===== config.mk =====
export PLATFORM = sky130hd
export DESIGN_NAME = ifetch32_flat
export DESIGN_NICKNAME = d
export VERILOG_FILES = /design/src/rtl/cpu_pkg.sv /design/src/rtl/ifetch32_if.sv /design/src/rtl/ifetch_npc.sv /design/src/rtl/ifetch32.sv /design/src/flat_wrapper.sv
export SDC_FILE = /design/constraint.sdc
export NUM_CORES = 1
export LEC_CHECK = 0
export CORE_AREA = 2 2 104 132
export CTS_CLUSTER_SIZE = 20
export DETAILED_ROUTE_END_ITERATION = 10
export DIE_AREA = 0 0 106 134
export GPL_TIMING_DRIVEN = 1
export MAX_ROUTING_LAYER = met4
export PLACE_DENSITY = 0.75
export SLEW_MARGIN = 5
export SYNTH_ARGS = -nofsm -noshare
export SYNTH_HDL_FRONTEND = slang
export SYNTH_SLANG_ARGS = --single-unit
export TNS_END_PERCENT = 5

===== constraint.sdc =====
create_clock -name clk -period 1.7 [get_ports clk]
set_clock_uncertainty 0.15 [all_clocks]
set_input_delay 0.34 -clock clk [delete_from_list [all_inputs] [get_ports clk]]
set_output_delay 0.34 -clock clk [all_outputs]
set_load 0.01 [all_outputs]

===== src/rtl/cpu_pkg.sv =====
// Types and constants shared by the fetch unit and the decoder.
// Holds the fetch FSM states, jump-target field widths and jump opcodes.
package cpu_pkg;

    typedef enum logic [1:0] {
        FETCH = 2'd0,
        ISSUE = 2'd1,
        FAULT = 2'd2
    } fetch_state_t;

    // Jump target = {pc4[31:28], index[25:0], 2'b00}
    localparam int JT_HI_W  = 4;
    localparam int JT_IDX_W = 26;

    localparam logic [5:0] OP_J   = 6'b000010;
    localparam logic [5:0] OP_JAL = 6'b000011;

endpackage


===== src/rtl/ifetch32_if.sv =====
// Instruction memory request/acknowledge port.
// The master issues word addresses; the slave returns data with ack.
interface ifetch32_if #(
    parameter int AW = 14
);
    logic          imem_req;
    logic [AW-1:0] imem_addr;
    logic          imem_ack;
    logic [31:0]   imem_rdata;

    modport master (
        output imem_req,
        output imem_addr,
        input  imem_ack,
        input  imem_rdata
    );

    modport slave (
        input  imem_req,
        input  imem_addr,
        output imem_ack,
        output imem_rdata
    );
endinterface


===== src/rtl/ifetch_npc.sv =====
// Next-PC selection for the issued instruction.
// Priority: Jr, then Jmp/Jal, then taken branch, then fall-through.
module ifetch_npc
    import cpu_pkg::*;
(
    input  logic [31:0]         opcplus4,
    input  logic [JT_IDX_W-1:0] instr_index,
    input  logic                Branch,
    input  logic                nBranch,
    input  logic                Jmp,
    input  logic                Jal,
    input  logic                Jr,
    input  logic                Zero,
    input  logic [31:0]         Addr_result,
    input  logic [31:0]         Read_data_1,
    output logic [31:0]         next_pc,
    output logic                misaligned
);
    logic taken;

    assign taken = (Branch & Zero) | (nBranch & ~Zero);

    // Priority mux; overlapping controls resolve silently.
    always_comb begin
        next_pc = opcplus4;
        if (Jr) begin
            next_pc = Read_data_1;
        end else if (Jmp | Jal) begin
            next_pc = {opcplus4[31:32-JT_HI_W], instr_index, 2'b00};
        end else if (taken) begin
            next_pc = Addr_result;
        end
    end

    assign misaligned = |next_pc[1:0];
endmodule


===== src/rtl/ifetch32.sv =====
// Instruction fetch unit: owns the PC and runs a FETCH/ISSUE loop.
// A misaligned next PC parks the unit in FAULT until reset.
module ifetch32
    import cpu_pkg::*;
#(
    parameter logic [31:0] RESET_PC = 32'h00000000,
    parameter int          IMEM_AW  = 14
) (
    input  logic               clk,
    input  logic               rst,
    ifetch32_if.master         imem,
    output logic [31:0]        Instruction,
    output logic [31:0]        opcplus4,
    output logic               inst_valid,
    input  logic               inst_ready,
    input  logic               Branch,
    input  logic               nBranch,
    input  logic               Jmp,
    input  logic               Jal,
    input  logic               Jr,
    input  logic               Zero,
    input  logic [31:0]        Addr_result,
    input  logic [31:0]        Read_data_1,
    output logic               fault
);
    fetch_state_t state_q;
    logic [31:0]  pc_q;
    logic [31:0]  pc_d;
    logic [31:0]  instr_q;
    logic [31:0]  opc4_q;
    logic         valid_q;
    logic         fault_q;
    logic         misaligned;

    ifetch_npc u_npc (
        .opcplus4    (opc4_q),
        .instr_index (instr_q[JT_IDX_W-1:0]),
        .Branch      (Branch),
        .nBranch     (nBranch),
        .Jmp         (Jmp),
        .Jal         (Jal),
        .Jr          (Jr),
        .Zero        (Zero),
        .Addr_result (Addr_result),
        .Read_data_1 (Read_data_1),
        .next_pc     (pc_d),
        .misaligned  (misaligned)
    );

    // FSM with registered outputs; reset discards any pending ack.
    always_ff @(posedge clk) begin
        if (rst) begin
            state_q <= FETCH;
            pc_q    <= RESET_PC;
            instr_q <= 32'h0;
            opc4_q  <= 32'h0;
            valid_q <= 1'b0;
            fault_q <= 1'b0;
        end else begin
            unique case (state_q)
                FETCH: begin
                    if (imem.imem_ack) begin
                        instr_q <= imem.imem_rdata;
                        opc4_q  <= pc_q + 32'd4;
                        valid_q <= 1'b1;
                        state_q <= ISSUE;
                    end
                end
                ISSUE: begin
                    if (inst_ready) begin
                        valid_q <= 1'b0;
                        if (misaligned) begin
                            fault_q <= 1'b1;
                            state_q <= FAULT;
                        end else begin
                            pc_q    <= pc_d;
                            state_q <= FETCH;
                        end
                    end
                end
                FAULT: begin
                    state_q <= FAULT;
                end
                default: begin
                    state_q <= FAULT;
                    fault_q <= 1'b1;
                    valid_q <= 1'b0;
                end
            endcase
        end
    end

    assign imem.imem_req  = (state_q == FETCH) & ~rst;
    assign imem.imem_addr = pc_q[IMEM_AW+1:2];
    assign Instruction    = instr_q;
    assign opcplus4       = opc4_q;
    assign inst_valid     = valid_q;
    assign fault          = fault_q;
endmodule

===== src/flat_wrapper.sv =====
// flat-port wrapper written by rule: the top's interface ports become plain ports
module ifetch32_flat import cpu_pkg::*;
#(
    parameter logic [31:0] RESET_PC = 32'h00000000,
    parameter int          IMEM_AW  = 14
)
  (clk, rst, Instruction, opcplus4, inst_valid, inst_ready, Branch, nBranch, Jmp, Jal, Jr, Zero, Addr_result, Read_data_1, fault, imem_imem_req, imem_imem_addr, imem_imem_ack, imem_imem_rdata);
  ifetch32_if imem_i ();
  input  logic clk;
  input  logic rst;
  output logic [31:0] Instruction;
  output logic [31:0] opcplus4;
  output logic inst_valid;
  input  logic inst_ready;
  input  logic Branch;
  input  logic nBranch;
  input  logic Jmp;
  input  logic Jal;
  input  logic Jr;
  input  logic Zero;
  input  logic [31:0] Addr_result;
  input  logic [31:0] Read_data_1;
  output logic fault;
  output wire logic [$bits(imem_i.imem_req)-1:0] imem_imem_req;
  output wire logic [$bits(imem_i.imem_addr)-1:0] imem_imem_addr;
  input wire logic [$bits(imem_i.imem_ack)-1:0] imem_imem_ack;
  input wire logic [$bits(imem_i.imem_rdata)-1:0] imem_imem_rdata;
  assign imem_imem_req = imem_i.imem_req;
  assign imem_imem_addr = imem_i.imem_addr;
  assign imem_i.imem_ack = imem_imem_ack;
  assign imem_i.imem_rdata = imem_imem_rdata;
  ifetch32 #(.RESET_PC(RESET_PC), .IMEM_AW(IMEM_AW)) u_core (.clk(clk), .rst(rst), .imem(imem_i), .Instruction(Instruction), .opcplus4(opcplus4), .inst_valid(inst_valid), .inst_ready(inst_ready), .Branch(Branch), .nBranch(nBranch), .Jmp(Jmp), .Jal(Jal), .Jr(Jr), .Zero(Zero), .Addr_result(Addr_result), .Read_data_1(Read_data_1), .fault(fault));
endmodule

==> results.yml <==
outcome:
  violations: "setup timing"
  outcome: "finished with violations"
grt:
  grt_pass1_vias: 5703
  antenna_found_initial: 0
  grt_overflow: 0
  grt_first_pass_wirelength_mm: 28.3
  grt.total_usage: 0.257
  grt_max_degree: 57
setup_path:
  rr_worst_depth: 6
  cp-start-kind: "flop"
  crit_path_max_fanout: 6
  critPathKind: "flop to flop"
  cp-end-kind: "flop"
  cp.required_ps: 1820
  cp.arrival_ps: 1910
final_layout:
  syn_to_final_growth_pct: 62.4
  fin_area_sq_mm: 0.00846
  drive_gt1_frac: 0.240
  multi_input_area_sq_mm: 0.00319
  instances_no_fill: 1053
  final_util: 0.651
  diodes: 0
  final_common_cell: "nand2_1"
  final_cell_mix: "135 x nand2_1, 95 x clkdlybuf4s50_1, 90 x dfxtp_1, 85 x nor2_1, 85 x dlygate4sd2_1"
  fill_cells: 1096
  nets: 984
  seq_area_sq_mm: 0.00201
synthesis:
  yosys.area.top_type: "dfxtp_1"
  ys_ff_latch: 100
  synth_area_per_cell_sq_um: 7.89
  yosysWarnings: 0
  synth_top_cells_by_area: "dfxtp_1 38%, nand2_1 10%, a21oi_1 6.5%"
  syn-num-nets: 767
  synth_ff_type: "dfxtp_1"
  ys_types: 42
  synth-edff-count: 0
  netlist_area_sq_mm: 0.00521
  ys_seq_area_frac: 0.384
  async_flop_share: 0
  synth_top_area_share: 0.384
  syn_inst: 660
floorplan:
  ioPinCount: 187
  rows: 47
  die_w_um: 106
  start_util: 0.401
  core_sq_mm: 0.0130
  die_h_um: 134
  dieArea_sq_mm: 0.0142
min_path:
  hold_path.class: "input pin to flop"
  hold_depth: 2
power_and_ir_drop:
  vdd_drop_max_uv: 430
  p_total_mw: 6.14
  p_leak_nw: 3.42
  pwr_density_cell_mw_per_mm2: 726
sta:
  tightestPinTransition_ps: 342
  period_needed_ps: 1790
  rsz0062_at_grt: "yes"
  setup_ws_ps: -90.1
  slew_headroom: 0.766
  slew_viol_final: 0
  max_freq_mhz: 559
  hold_viol_final: 0
  setup_violations: 8
  fin_crit_sh: 1.05
clock_network:
  clk_pin_slew_worst_paths_ps: 70
  clock-root-buffer: "clkbuf_16"
  cts_tree: "done"
  cts_max_level: 3
  numCtsBuffers: 9
  cts_max_path_buffers: 2
  cts.sinks: 100
  insertion_delay_ps: 350
placed_design:
  dp_cells: 1028
  dp_hpwl_mm: 12.8
  gp_congestion: 0.848
  post_dp_cell_area_sq_mm: 0.00774
  port-buffer-count: 186
routing:
  drt_iter0_markers: 300
  drt_wl_total_mm: 18.5
  ant_nets: 0
  post_drt_wl_per_cell_um: 17.5
  firstDrtPassIters: 5
  vias_per_cell: 5.41
  drcViolationCount: 0
  num_vias: 5698
job:
  maxCapViolations: 0
[critical path, stage by stage (launching register included)]
cell	delay [ps]
dfxtp_2	340
and4_4	260
nand4_2	220
buf_4	210
nor3b_2	200
xnor2_1	90
a211oi_1	220
[power breakdown]
group | internal, mW | switching [mW] | leakage [nW] | total [mW]
sequential | 2.50 | 0.118 | 0.823 | 2.61
clock | 1.07 | 0.936 | 0.134 | 2.01
combinational | 0.769 | 0.749 | 2.46 | 1.52
[cell usage after synthesis (3+ instances only)]
| cell | instances |
|---|---|
| a21oi_1 | 68 |
| a221oi_2 | 10 |
| nor3_2 | 8 |
| or3_1 | 5 |
| and3_1 | 4 |
| a211oi_2 | 9 |
| nor2_1 | 87 |
| nor3_1 | 6 |
| clkbuf_1 | 32 |
| a221oi_1 | 16 |
| dfxtp_1 | 100 |
| buf_2 | 17 |
| and2_1 | 3 |
| xnor2_1 | 21 |
| buf_4 | 19 |
| nor4_2 | 3 |
| mux2i_1 | 3 |
| mux2_2 | 3 |
| nand2_1 | 141 |
| inv_1 | 10 |
| nand3_1 | 12 |
| o21ai_0 | 11 |
| a311oi_1 | 30 |
| a211oi_1 | 15 |
| xor2_1 | 3 |
[metal layers]
layer / GRT usage / part of all wire
met5: - / 0
met4: 0.0709 / 0.018
met3: 0.0442 / 0.059
met2: 0.464 / 0.52
met1: 0.292 / 0.40
[cell type report]
class,instances,area share
Multi-Input combinational cell,481,0.376
Timing Repair Buffer,275,0.322
Sequential cell,100,0.238
Clock buffer,11,0.0299
Tap cell,171,0.0253
Inverter,10,0.00444
Clock inverter,5,0.00429
[sequential cells by signal, summed over array words and instances, names as in the netlist]
| name | cells |
|---|---|
| u_core.pc_q | 32 |
| u_core.opcplus4 | 32 |
| u_core.fault | 1 |
| u_core.state_q | 2 |
| u_core.inst_valid | 1 |
| u_core.Instruction | 32 |
[logic make-up after synthesis]
group                    Yosys count  synth area share
multiplexers                       6            0.0122
XOR/XNOR                          24            0.0403
adder cells (fa/ha/maj)            1           0.00240
AO/OA/AOI/OAI                    167             0.240
flip-flops                       100             0.384
AND/OR/NAND/NOR                  282             0.244
buffers and inverters             80            0.0769
[path summary, 6_finish.rpt]
check,from,endpoint,slack (ps)
worst max-delay path,u_core.pc_q[8],u_core.opcplus4[28],-90
worst min-delay path,inst_ready,u_core.state_q[0],240
worst max register to register,u_core.pc_q[8],u_core.opcplus4[28],-90
worst min register to register,u_core.Instruction[29],u_core.Instruction[29],310
[per-stage QoR]
stage | TNS, ps | setup WS (ps) | hold slack [ps]
global placement | -24260 | -725 | 291
CTS | -993 | -133 | 248
floorplan | -256 | -26.4 | 277
global route | -2280 | -188 | 281
detailed placement | -26920 | -803 | 298
finish | -444 | -90.1 | 244
[timing repair]
| item | CTS | global route |
|---|---|---|
| resized for setup | 123 | 54 |
| hold buffers | 0 | 0 |
| cloned | 3 | 1 |
| buffers inserted | 4 | 1 |
| pin swaps | 9 | 25 |
| setup endpoints to repair | 130 | 64 |
Note: power is estimated with default switching activity, not from simulation.
